File: config.mk
export PLATFORM = sky130hd
export DESIGN_NAME = axi_reg_master_flat
export DESIGN_NICKNAME = d
export VERILOG_FILES = /design/src/rtl/axi_reg_pkg.sv /design/src/rtl/axi_reg_master_if.sv /design/src/rtl/axi_reg_watchdog.sv /design/src/rtl/axi_reg_master.sv /design/src/flat_wrapper.sv
export SDC_FILE = /design/constraint.sdc
export NUM_CORES = 1
export LEC_CHECK = 0
export BUFFER_PORTS_ARGS = -buffer_cell sky130_fd_sc_hd__buf_2
export CAP_MARGIN = 40
export CORE_UTILIZATION = 45
export DETAILED_ROUTE_END_ITERATION = 8
export PLACE_DENSITY = 0.87
export SLEW_MARGIN = 10
export SYNTH_ARGS = -nofsm -noshare
export SYNTH_HDL_FRONTEND = slang
export SYNTH_SLANG_ARGS = --single-unit
File: constraint.sdc
create_clock -name clk -period 2.05 [get_ports clk]
set_input_delay 0.1025 -clock clk [delete_from_list [all_inputs] [get_ports clk]]
set_output_delay 0.1025 -clock clk [all_outputs]
set_load 0.05 [all_outputs]
File: src/rtl/axi_reg_pkg.sv
// Shared definitions for the AXI register master/slave pair: default bus widths,
// AXI response codes and the master FSM state encoding.
package axi_reg_pkg;

  localparam int unsigned AXI_ADDR_W      = 32;
  localparam int unsigned AXI_DATA_W      = 32;
  localparam int unsigned AXI_ID_W        = 4;
  localparam int unsigned AXI_TIMEOUT_CYC = 256;

  typedef enum logic [1:0] {
    RespOkay   = 2'b00,
    RespExOkay = 2'b01,
    RespSlvErr = 2'b10,
    RespDecErr = 2'b11
  } resp_t;

  // Master FSM encoding kept as plain constants so legacy code can match on raw values.
  typedef logic [2:0] state_t;
  localparam state_t StIdle  = 3'd0;
  localparam state_t StWr    = 3'd1;
  localparam state_t StWresp = 3'd2;
  localparam state_t StRd    = 3'd3;
  localparam state_t StRdata = 3'd4;
  localparam state_t StResp  = 3'd5;

endpackage

File: src/rtl/axi_reg_master_if.sv
// AXI channel bundle between the register master and the register slave.
interface axi_reg_master_if
  import axi_reg_pkg::*;
#(
  parameter int unsigned ADDR_W = AXI_ADDR_W,
  parameter int unsigned DATA_W = AXI_DATA_W,
  parameter int unsigned ID_W   = AXI_ID_W
) ();

  logic [ID_W-1:0]     awid;
  logic [ADDR_W-1:0]   awaddr;
  logic                awvalid;
  logic                awready;
  logic [ID_W-1:0]     wid;
  logic [DATA_W-1:0]   wdata;
  logic [DATA_W/8-1:0] wstrb;
  logic                wlast;
  logic                wvalid;
  logic                wready;
  logic [ID_W-1:0]     bid;
  logic [1:0]          bresp;
  logic                bvalid;
  logic                bready;
  logic [ID_W-1:0]     arid;
  logic [ADDR_W-1:0]   araddr;
  logic                arvalid;
  logic                arready;
  logic [ID_W-1:0]     rid;
  logic [DATA_W-1:0]   rdata;
  logic                rlast;
  logic                rvalid;
  logic                rready;

  modport master (
    output awid, awaddr, awvalid, input awready,
    output wid, wdata, wstrb, wlast, wvalid, input wready,
    input bid, bresp, bvalid, output bready,
    output arid, araddr, arvalid, input arready,
    input rid, rdata, rlast, rvalid, output rready
  );

  modport slave (
    input awid, awaddr, awvalid, output awready,
    input wid, wdata, wstrb, wlast, wvalid, output wready,
    output bid, bresp, bvalid, input bready,
    input arid, araddr, arvalid, output arready,
    output rid, rdata, rlast, rvalid, input rready
  );

endinterface

File: src/rtl/axi_reg_watchdog.sv
// Per-transaction cycle counter for the AXI register master. Cleared on command
// accept, counts while a transaction is in flight, flags expiry on the cycle whose
// edge would be the TIMEOUT_CYC-th counted edge.
module axi_reg_watchdog #(
  parameter int unsigned TIMEOUT_CYC = 256
) (
  input  logic clk,
  input  logic areset,
  input  logic i_clear,
  input  logic i_count,
  output logic o_expired
);

  localparam int unsigned CntW = $clog2(TIMEOUT_CYC + 1);

  logic [CntW-1:0] r_count;

  assign o_expired = i_count && (r_count == CntW'(TIMEOUT_CYC - 1));

  // Counter advances only while busy and stops once the abort is taken.
  always_ff @(posedge clk or negedge areset) begin
    if (!areset) begin
      r_count <= '0;
    end else if (i_clear) begin
      r_count <= '0;
    end else if (i_count && !o_expired) begin
      r_count <= r_count + 1'b1;
    end
  end

endmodule

File: src/rtl/axi_reg_master.sv
// Single-beat AXI master: one valid/ready command in, AW/W/B or AR/R traffic out,
// one response back. Optional watchdog abort enabled by AXI_MASTER_TIMEOUT_EN.
module axi_reg_master
  import axi_reg_pkg::*;
#(
  parameter int unsigned ADDR_W      = AXI_ADDR_W,
  parameter int unsigned DATA_W      = AXI_DATA_W,
  parameter int unsigned ID_W        = AXI_ID_W,
  parameter int unsigned TIMEOUT_CYC = AXI_TIMEOUT_CYC
) (
  input  logic                clk,
  input  logic                areset,
  input  logic                i_cmd_valid,
  output logic                o_cmd_ready,
  input  logic                i_cmd_write,
  input  logic [ADDR_W-1:0]   i_cmd_addr,
  input  logic [DATA_W-1:0]   i_cmd_wdata,
  input  logic [DATA_W/8-1:0] i_cmd_wstrb,
  output logic                o_rsp_valid,
  input  logic                i_rsp_ready,
  output logic [DATA_W-1:0]   o_rsp_rdata,
  output logic [1:0]          o_rsp_resp,
  axi_reg_master_if.master    axi
);

  state_t              r_state;
  logic [ID_W-1:0]     r_id;
  logic [ADDR_W-1:0]   r_addr;
  logic [DATA_W-1:0]   r_wdata;
  logic [DATA_W/8-1:0] r_wstrb;
  logic                r_awvalid;
  logic                r_wvalid;
  logic                r_arvalid;
  logic                r_bready;
  logic                r_rready;
  logic                r_rsp_valid;
  logic [DATA_W-1:0]   r_rsp_rdata;
  logic [1:0]          r_rsp_resp;
  logic                w_expired;
  logic                w_unused;

`ifdef AXI_MASTER_TIMEOUT_EN
  logic w_busy;
  assign w_busy = (r_state == StWr) || (r_state == StWresp) ||
                  (r_state == StRd) || (r_state == StRdata);

  axi_reg_watchdog #(
    .TIMEOUT_CYC(TIMEOUT_CYC)
  ) u_watchdog (
    .clk      (clk),
    .areset   (areset),
    .i_clear  (i_cmd_valid && o_cmd_ready),
    .i_count  (w_busy),
    .o_expired(w_expired)
  );
  assign w_unused = axi.rlast;
`else
  assign w_expired = 1'b0;
  assign w_unused  = axi.rlast ^ (TIMEOUT_CYC == 0);
`endif

  assign o_cmd_ready = (r_state == StIdle);
  assign o_rsp_valid = r_rsp_valid;
  assign o_rsp_rdata = r_rsp_rdata;
  assign o_rsp_resp  = r_rsp_resp;

  assign axi.awid    = r_id;
  assign axi.awaddr  = r_addr;
  assign axi.awvalid = r_awvalid;
  assign axi.wid     = r_id;
  assign axi.wdata   = r_wdata;
  assign axi.wstrb   = r_wstrb;
  assign axi.wlast   = 1'b1;
  assign axi.wvalid  = r_wvalid;
  assign axi.bready  = r_bready;
  assign axi.arid    = r_id;
  assign axi.araddr  = r_addr;
  assign axi.arvalid = r_arvalid;
  assign axi.rready  = r_rready;

  // Transaction FSM: command capture, channel handshakes, response hold.
  always_ff @(posedge clk or negedge areset) begin
    if (!areset) begin
      r_state     <= StIdle;
      r_id        <= '0;
      r_addr      <= '0;
      r_wdata     <= '0;
      r_wstrb     <= '0;
      r_awvalid   <= 1'b0;
      r_wvalid    <= 1'b0;
      r_arvalid   <= 1'b0;
      r_bready    <= 1'b0;
      r_rready    <= 1'b0;
      r_rsp_valid <= 1'b0;
      r_rsp_rdata <= '0;
      r_rsp_resp  <= '0;
    end else if (w_expired) begin
      // Abort: drop every valid/ready so late slave responses are never taken.
      r_awvalid   <= 1'b0;
      r_wvalid    <= 1'b0;
      r_arvalid   <= 1'b0;
      r_bready    <= 1'b0;
      r_rready    <= 1'b0;
      r_rsp_valid <= 1'b1;
      r_rsp_rdata <= '0;
      r_rsp_resp  <= RespDecErr;
      r_state     <= StResp;
    end else begin
      case (r_state)
        StIdle: begin
          if (i_cmd_valid) begin
            r_addr  <= i_cmd_addr;
            r_wdata <= i_cmd_wdata;
            r_wstrb <= i_cmd_wstrb;
            if (i_cmd_write) begin
              r_awvalid <= 1'b1;
              r_wvalid  <= 1'b1;
              r_state   <= StWr;
            end else begin
              r_arvalid <= 1'b1;
              r_state   <= StRd;
            end
          end
        end
        StWr: begin
          if (axi.awready) r_awvalid <= 1'b0;
          if (axi.wready) r_wvalid <= 1'b0;
          // Both channels done either earlier or on this edge.
          if ((!r_awvalid || axi.awready) && (!r_wvalid || axi.wready)) begin
            r_bready <= 1'b1;
            r_state  <= StWresp;
          end
        end
        StWresp: begin
          if (axi.bvalid) begin
            r_bready    <= 1'b0;
            r_rsp_valid <= 1'b1;
            r_rsp_rdata <= '0;
            if (axi.bid != r_id) r_rsp_resp <= RespSlvErr;
            else r_rsp_resp <= axi.bresp;
            r_state     <= StResp;
          end
        end
        StRd: begin
          if (axi.arready) begin
            r_arvalid <= 1'b0;
            r_rready  <= 1'b1;
            r_state   <= StRdata;
          end
        end
        StRdata: begin
          if (axi.rvalid) begin
            r_rready    <= 1'b0;
            r_rsp_valid <= 1'b1;
            r_rsp_rdata <= axi.rdata;
            if (axi.rid != r_id) r_rsp_resp <= RespSlvErr;
            else r_rsp_resp <= RespOkay;
            r_state     <= StResp;
          end
        end
        StResp: begin
          if (i_rsp_ready) begin
            r_rsp_valid <= 1'b0;
            r_id        <= r_id + {{(ID_W-1){1'b0}}, 1'b1};
            r_state     <= StIdle;
          end
        end
        default: r_state <= StIdle;
      endcase
    end
  end

endmodule

File: src/flat_wrapper.sv
// flat-port wrapper written by rule: the top's interface ports become plain ports
module axi_reg_master_flat import axi_reg_pkg::*;
#(
  parameter int unsigned ADDR_W      = AXI_ADDR_W,
  parameter int unsigned DATA_W      = AXI_DATA_W,
  parameter int unsigned ID_W        = AXI_ID_W,
  parameter int unsigned TIMEOUT_CYC = AXI_TIMEOUT_CYC
)
  (clk, areset, i_cmd_valid, o_cmd_ready, i_cmd_write, i_cmd_addr, i_cmd_wdata, i_cmd_wstrb, o_rsp_valid, i_rsp_ready, o_rsp_rdata, o_rsp_resp, axi_awid, axi_awaddr, axi_awvalid, axi_awready, axi_wid, axi_wdata, axi_wstrb, axi_wlast, axi_wvalid, axi_wready, axi_bid, axi_bresp, axi_bvalid, axi_bready, axi_arid, axi_araddr, axi_arvalid, axi_arready, axi_rid, axi_rdata, axi_rlast, axi_rvalid, axi_rready);
  axi_reg_master_if #(.ADDR_W(ADDR_W), .DATA_W(DATA_W), .ID_W(ID_W)) axi_i ();
  input  logic clk;
  input  logic areset;
  input  logic i_cmd_valid;
  output logic o_cmd_ready;
  input  logic i_cmd_write;
  input  logic [ADDR_W-1:0] i_cmd_addr;
  input  logic [DATA_W-1:0] i_cmd_wdata;
  input  logic [DATA_W/8-1:0] i_cmd_wstrb;
  output logic o_rsp_valid;
  input  logic i_rsp_ready;
  output logic [DATA_W-1:0] o_rsp_rdata;
  output logic [1:0] o_rsp_resp;
  output wire logic [$bits(axi_i.awid)-1:0] axi_awid;
  output wire logic [$bits(axi_i.awaddr)-1:0] axi_awaddr;
  output wire logic [$bits(axi_i.awvalid)-1:0] axi_awvalid;
  input wire logic [$bits(axi_i.awready)-1:0] axi_awready;
  output wire logic [$bits(axi_i.wid)-1:0] axi_wid;
  output wire logic [$bits(axi_i.wdata)-1:0] axi_wdata;
  output wire logic [$bits(axi_i.wstrb)-1:0] axi_wstrb;
  output wire logic [$bits(axi_i.wlast)-1:0] axi_wlast;
  output wire logic [$bits(axi_i.wvalid)-1:0] axi_wvalid;
  input wire logic [$bits(axi_i.wready)-1:0] axi_wready;
  input wire logic [$bits(axi_i.bid)-1:0] axi_bid;
  input wire logic [$bits(axi_i.bresp)-1:0] axi_bresp;
  input wire logic [$bits(axi_i.bvalid)-1:0] axi_bvalid;
  output wire logic [$bits(axi_i.bready)-1:0] axi_bready;
  output wire logic [$bits(axi_i.arid)-1:0] axi_arid;
  output wire logic [$bits(axi_i.araddr)-1:0] axi_araddr;
  output wire logic [$bits(axi_i.arvalid)-1:0] axi_arvalid;
  input wire logic [$bits(axi_i.arready)-1:0] axi_arready;
  input wire logic [$bits(axi_i.rid)-1:0] axi_rid;
  input wire logic [$bits(axi_i.rdata)-1:0] axi_rdata;
  input wire logic [$bits(axi_i.rlast)-1:0] axi_rlast;
  input wire logic [$bits(axi_i.rvalid)-1:0] axi_rvalid;
  output wire logic [$bits(axi_i.rready)-1:0] axi_rready;
  assign axi_awid = axi_i.awid;
  assign axi_awaddr = axi_i.awaddr;
  assign axi_awvalid = axi_i.awvalid;
  assign axi_i.awready = axi_awready;
  assign axi_wid = axi_i.wid;
  assign axi_wdata = axi_i.wdata;
  assign axi_wstrb = axi_i.wstrb;
  assign axi_wlast = axi_i.wlast;
  assign axi_wvalid = axi_i.wvalid;
  assign axi_i.wready = axi_wready;
  assign axi_i.bid = axi_bid;
  assign axi_i.bresp = axi_bresp;
  assign axi_i.bvalid = axi_bvalid;
  assign axi_bready = axi_i.bready;
  assign axi_arid = axi_i.arid;
  assign axi_araddr = axi_i.araddr;
  assign axi_arvalid = axi_i.arvalid;
  assign axi_i.arready = axi_arready;
  assign axi_i.rid = axi_rid;
  assign axi_i.rdata = axi_rdata;
  assign axi_i.rlast = axi_rlast;
  assign axi_i.rvalid = axi_rvalid;
  assign axi_rready = axi_i.rready;
  axi_reg_master #(.ADDR_W(ADDR_W), .DATA_W(DATA_W), .ID_W(ID_W), .TIMEOUT_CYC(TIMEOUT_CYC)) u_core (.clk(clk), .areset(areset), .i_cmd_valid(i_cmd_valid), .o_cmd_ready(o_cmd_ready), .i_cmd_write(i_cmd_write), .i_cmd_addr(i_cmd_addr), .i_cmd_wdata(i_cmd_wdata), .i_cmd_wstrb(i_cmd_wstrb), .o_rsp_valid(o_rsp_valid), .i_rsp_ready(i_rsp_ready), .o_rsp_rdata(o_rsp_rdata), .o_rsp_resp(o_rsp_resp), .axi(axi_i));
endmodule
## Word level (Yosys, flattened, before mapping)

Cells that the tools add are included.
Widths: inputs -> output; s select.

| storage, ports and cells | value |
|---|---|
| memory bits (read-only) | 0 |
| output and inout port bits | 154 |
| latch bits | 0 |
| memories | 0 |
| bits of input ports | 121 |
| bits in writable memories | 0 |
| bits in registers | 115 |
| logic and storage cells | 89 |

| cells by class | value |
|---|---|
| order comparisons | 0 |
| shifts and indexed selects | 0 |
| $mul | 0 |
| reduce and logical (&&, ||, !) cells | 22 |
| multiplexer cells | 36 |
| add/subtract/negate cells | 1 |
| equality and inequality tests | 17 |
| bitwise operators | 0 |
| divide/modulo/power cells | 0 |

Operators with widths:

| cell | number |
|---|---|
| $mux 32 | 2 |
| $pmux 32 s2 | 1 |
| $mux 3 | 6 |
| $pmux 3 s6 | 1 |
| $ne 2x2->1 const B | 8 |
| $reduce_and 4->1 | 4 |
| $mux 1 | 14 |
| $mux 2 | 5 |
| $pmux 1 s2 | 5 |
| $reduce_bool 2->1 | 5 |
| $reduce_and 3->1 | 3 |
| $ne 4x4->1 | 2 |
| $eq 3x2->1 const B | 2 |
| $eq 3x3->1 const B | 2 |
| $reduce_and 6->1 | 1 |
| $add 4x1->4 const B | 1 |
| $ne 2x1->1 const B | 2 |
| $pmux 2 s2 | 1 |
| $reduce_and 2->1 | 2 |
| $eq 3x1->1 const B | 1 |
| $logic_not 3->1 | 1 |
| $pmux 1 s3 | 1 |
| $reduce_bool 3->1 | 1 |
| $logic_not 1->1 | 2 |
| other kinds (2) | 3 |

## Logic depth before layout (Yosys ltp)

| logic depth | value |
|---|---|
| depth in word-level cells | 5 |
| gate-level depth with buffers | 6 |
| depth with buffers taken out | 4 |

## Worst setup path after synthesis

No wires, ideal clock.

| timing path | value |
|---|---|
| path kind | register to register |
| from | register u_core.r_state[0] |
| to | register u_core.r_addr[0], in the netlist u_core.axi.araddr[0] |
| setup time | 125 ps |
| cell stages (with the launch flop) | 7 |
| period minus slack after synthesis | 2224 ps |
| arrival time | 2099 ps |
| slack | -174 ps |
| cells stage by stage | dfrtp_1 nor3_2 and2_1 buf_2 buf_6 buf_6 mux2_4 |

| on the way | value |
|---|---|
| cells in the longest elaborated chain, start to end | 2 |

Ends and longest elaborated chain:

| what | RTL line | text |
|---|---|---|
| from (decl) | axi_reg_master.sv:26 | `state_t r_state;` |
| from (signal assigned) | axi_reg_master.sv:84 | `r_state <= StIdle;` |
| from (signal assigned) | axi_reg_master.sv:107 | `r_state <= StResp;` |
| from (signal assigned) | axi_reg_master.sv:118 | `r_state <= StWr;` |
| $logic_not 3->1 | -- |  |
| via o_cmd_ready | flat_wrapper.sv:14 | `output logic o_cmd_ready;` |
| $reduce_and 2->1 (no line) | -- |  |
| to (signal assigned) | axi_reg_master.sv:112 | `r_addr <= i_cmd_addr;` |
| to (decl) | axi_reg_master.sv:28 | `logic [ADDR_W-1:0] r_addr;` |

The timed path passes the listed nets, and every way through them passes these cells.
A chain may end at the register's enable or synchronous reset.

## Worst setup path in the final report

| timing path | value |
|---|---|
| from | register u_core.r_state[2] |
| to | register u_core.r_awvalid, in the netlist u_core.axi.awvalid |

| on the way | value |
|---|---|
| cells in the longest elaborated chain, start to end | 3 |

Ends and longest elaborated chain:

| what | RTL line | text |
|---|---|---|
| $eq 3x1->1 / $logic_not 3->1 (equally long branches) | axi_reg_master.sv:109 | `case (r_state)` |
| $ne 2x2->1 (no line) (tied with other cells) | -- |  |
| $reduce_and 4->1 (no line) | -- |  |
| to (signal assigned) | axi_reg_master.sv:99 | `r_awvalid <= 1'b0;` |
| to (signal assigned) | axi_reg_master.sv:116 | `r_awvalid <= 1'b1;` |
| to (signal assigned) | axi_reg_master.sv:126 | `if (axi.awready) r_awvalid <= 1'b0;` |
| to (decl) | axi_reg_master.sv:31 | `logic r_awvalid;` |

Several ways; a longest one is shown, not always the timed one.

==> Flow_metrics.wiki <==
{| class="wikitable"
! Metric !! Value
|-
| Core footprint || 10510 µm²
|-
| Classification of the worst-slack hold path || input port to flip-flop
|-
| Sum Neg Setup Slack || 0 ns
|-
| Area added between synthesis and finish || 60.48%
|-
| Routed length per placed instance || 17.62 µm
|-
| Global-route congestion overflow total || 0
|-
| Dominant cell type by area after synthesis || sky130_fd_sc_hd__dfrtp_1
|-
| First-pass DRT Iterations || 6
|-
| Netlist area before placement || 4945 µm²
|-
| Nature of the critical path endpoint || flip-flop
|-
| Total wire length || 15.17 mm
|-
| Most frequent cell after synthesis || sky130_fd_sc_hd__dfrtp_1
|-
| Number of sinks driven by the clock tree || 115
|-
| Row cnt || 37
|-
| Largest voltage drop on the vdd net || 0.001533 V
|-
| Final Hold Viols || 0
|-
| Cell count after synthesis || 356
|-
| Clock transition time at the flip-flop clock pins of the worst setup and hold paths || 0.05 ns
|-
| CTS Buf Count || 17
|-
| Share of layout cells above drive strength 1 || 0.5366
|-
| Setup CP Type || flip-flop to flip-flop
|-
| Routed Antenna Nets || 0
|-
| Initial Util || 0.4705
|-
| Share of synthesized area occupied by flip-flops and latches || 0.5820
|-
| Post-synth net total || 478
|-
| Quantity of I/O buffers inserted on ports || 272
|-
| Post-CTS repair timing setup buffer count || 0
|-
| Count of warnings emitted by yosys || 0
|-
| Maximum fanout count along the critical path || 12
|-
| Share of async-settable or async-resettable flops after synthesis || 1.000
|-
| Setup Skew || 0.01249 ns
|-
| Crit-path max cell delay || 0.56 ns
|-
| Clock tree buffer depth || 2
|-
| Via density || 5.042
|-
| Area contributors post-synth || sky130_fd_sc_hd__dfrtp_1, sky130_fd_sc_hd__mux2_2, sky130_fd_sc_hd__buf_4
|-
| Die outline area || 11410 µm²
|-
| CP Launch Type || flip-flop
|-
| Number of enable flip-flop cells after synthesis || 0
|-
| Synthesis-stage register bit count || 115
|-
| Number of violations of the max-capacitance limit || 0
|-
| Post-layout net count || 834
|-
| # H-tree levels || 4
|-
| Least-Margin Pin Slew || 0.5921 ns
|-
| Die Y || 106.8 µm
|-
| Fill cell instance count of the final layout || 630
|-
| Area fraction of the dominant cell type after synthesis || 0.5820
|-
| Iteration-0 DRC Markers || 260
|-
| Initial antenna violation count || 0
|-
| Ratio of final minimum period to clock period || 0.9149
|-
| Synthesized area divided by synthesized cell count || 13.89 µm²
|-
| Final count of negative-setup-slack endpoints || 0
|-
| Die outline width || 106.8 µm
|-
| Master of the slowest instance on the critical path || sky130_fd_sc_hd__dlygate4sd3_1
|-
| Layer carrying the most global-route usage || met2
|-
| Root buffer cell || sky130_fd_sc_hd__clkbuf_8
|-
| RSZ-0062 raised after global routing || no
|-
| Arrival time worst endpoint || 2.25 ns
|-
| Total number of vias || 4341
|-
| FMAX || 533.2 MHz
|-
| Distinct cell type count after synthesis || 38
|-
| Leak pwr || 4.018 nW
|-
| Result of the run || completed
|-
| Clock latency on the worst-skew pair || 0.50 ns
|-
| Via count of the first global-routing pass || 4722
|-
| Placer congestion estimate || 0.8315
|-
| DRC violations left || 0
|-
| Global-route track usage on met2 || 0.4991
|-
| Post-layout min period || 1.876 ns
|-
| Io pins || 275
|-
| Total routing usage reported by global routing || 0.2728
|-
| Pin count of the biggest net entering global routing || 116
|-
| Antenna diode count || 0
|-
| Crit path cell chain || buf_4, nor2b_1, and2_1, a21oi_1, dlygate4sd3_1
|-
| Relative slew slack || 0.6052
|-
| Detailed placer's ending HPWL || 8.859 mm
|-
| Data required time at the worst endpoint || 2.42 ns
|-
| Most instantiated flip-flop cell in the synthesis netlist || sky130_fd_sc_hd__dfrtp_1
|-
| Power consumption || 16.00 mW
|-
| First-pass GRT wire length || 23.67 mm
|-
| Cell Pwr Density || 2017 nW/µm²
|-
| Met1 Resource Use GR || 0.2966
|-
| Count of pins over their slew limit || 0
|-
| Global-route met3 utilization || 0.07295
|-
| TritonCTS clock tree || yes
|-
| Top post-synthesis cells by count || sky130_fd_sc_hd__dfrtp_1, sky130_fd_sc_hd__mux2_2, sky130_fd_sc_hd__buf_4
|}
## final cells by class
type                       instances  area (µm²)  share of cell area
inverter                           6       22.52            0.002838
timing repair buffer             396        2597              0.3273
sequential                       115        2879              0.3628
tap                              136       170.2             0.02144
clock buffer                      23       476.7             0.06008
clock inverter                     9       150.1             0.01892
multi-input combinational        176        1639              0.2066
## critical path: cells and delay by family, from the launching register on
| kind | cells | cell delay (ns) |
|---|---|---|
| buf+inv | 2 | 0.78 |
| flops | 1 | 0.47 |
| simple gates | 2 | 0.42 |
| compound gates | 1 | 0.08 |
## where the power goes
| group | internal [mW] | switching, mW | leakage (nW) |
|---|---|---|---|
| combinational | 2.47 | 6.39 | 2.31 |
| clock | 2.10 | 1.00 | 0.304 |
| sequential | 3.26 | 0.781 | 1.40 |
## per-layer routing
layer  part of all wire  wire [µm]
met5                  0          0
met4              0.024        367
met3              0.066        997
met2               0.54       8160
met1               0.37       5647
## state kept, by name, indices dropped and copies added (netlist names)
signal	cells
u_core.o_rsp_rdata	32
u_core.axi.awvalid	1
u_core.axi.rready	1
u_core.o_rsp_resp	2
u_core.axi.araddr	32
u_core.axi.wstrb	4
u_core.o_rsp_valid	1
u_core.axi.arvalid	1
u_core.axi.bready	1
u_core.axi.wdata	32
u_core.axi.arid	4
u_core.r_state	3
u_core.axi.wvalid	1
## kinds of logic after synthesis
logic type      synth area share
other cells            0.0007584
fa+ha+maj               0.002530
compound gates           0.09438
mux                       0.1721
xor+xnor                 0.01949
buf+inv                  0.08831
flops                     0.5820
simple gates             0.04048
## repair_timing
action / in CTS / in global routing
hold endpoints to repair: 227 / 0
hold buffers: 111 / 0
resized for setup: 0 / 1
setup endpoints to repair: 0 / 1
## stage by stage
| step | hold slack [ns] | cells | instance area (µm²) | setup slack (ns) | util |
|---|---|---|---|---|---|
| after floorplan | -0.1931 | 356 | 4951 | 0.05327 | - |
| after global placement | 0.2193 | 718 | 6196 | 0.3211 | 0.5896 |
| after detailed placement | 0.2329 | 718 | 6196 | 0.2583 | 0.5896 |
| after CTS | 0.03987 | 861 | 7934 | 0.1037 | 0.7550 |
| after global routing | 0.07761 | 861 | 7935 | 0.08337 | 0.7551 |
| final | 0.08141 | 861 | 7935 | 0.1744 | 0.7551 |
## layout by cell type, fill, tap and decap left out, types with 2 or more instances in the layout
cell                              n
sky130_fd_sc_hd__buf_2          271
sky130_fd_sc_hd__dfrtp_1        114
sky130_fd_sc_hd__dlygate4sd3_1  111
sky130_fd_sc_hd__mux2_2          48
sky130_fd_sc_hd__a22o_1          34
sky130_fd_sc_hd__mux2_4          20
sky130_fd_sc_hd__clkbuf_16       16
sky130_fd_sc_hd__nand2_1         13
sky130_fd_sc_hd__buf_4           12
sky130_fd_sc_hd__xnor2_1          8
sky130_fd_sc_hd__a21oi_1          7
sky130_fd_sc_hd__inv_1            6
sky130_fd_sc_hd__o21ai_0          5
sky130_fd_sc_hd__clkbuf_8         5
sky130_fd_sc_hd__nor2_1           4
sky130_fd_sc_hd__bufinv_16        4
sky130_fd_sc_hd__nor2b_1          3
sky130_fd_sc_hd__xor2_1           3
sky130_fd_sc_hd__nor3_1           3
sky130_fd_sc_hd__o22ai_1          3
sky130_fd_sc_hd__clkinv_2         3
sky130_fd_sc_hd__nor3b_1          2
sky130_fd_sc_hd__nand4_1          2
sky130_fd_sc_hd__nand3_1          2
sky130_fd_sc_hd__a211oi_1         2
sky130_fd_sc_hd__a31oi_1          2
sky130_fd_sc_hd__clkinvlp_4       2
sky130_fd_sc_hd__clkbuf_1         2
sky130_fd_sc_hd__buf_12           2
## path summary, 6_finish.rpt
path                                        startpoint                endpoint  slack (ns)  depth (start not counted)
max in group asynchronous                       areset       u_core.r_state[0]        1.36                          3
worst max-delay path                 u_core.r_state[2]      u_core.axi.awvalid        0.17                          5
worst min register to register  u_core.o_rsp_rdata[27]  u_core.o_rsp_rdata[27]        0.50                          1
min in group asynchronous                       areset   u_core.axi.araddr[14]        0.24                          3
worst min-delay path                       i_cmd_write       u_core.axi.wvalid        0.08                          4
worst max register to register       u_core.r_state[2]      u_core.axi.awvalid        0.17                          5
Note: power is estimated with default switching activity, not from simulation.
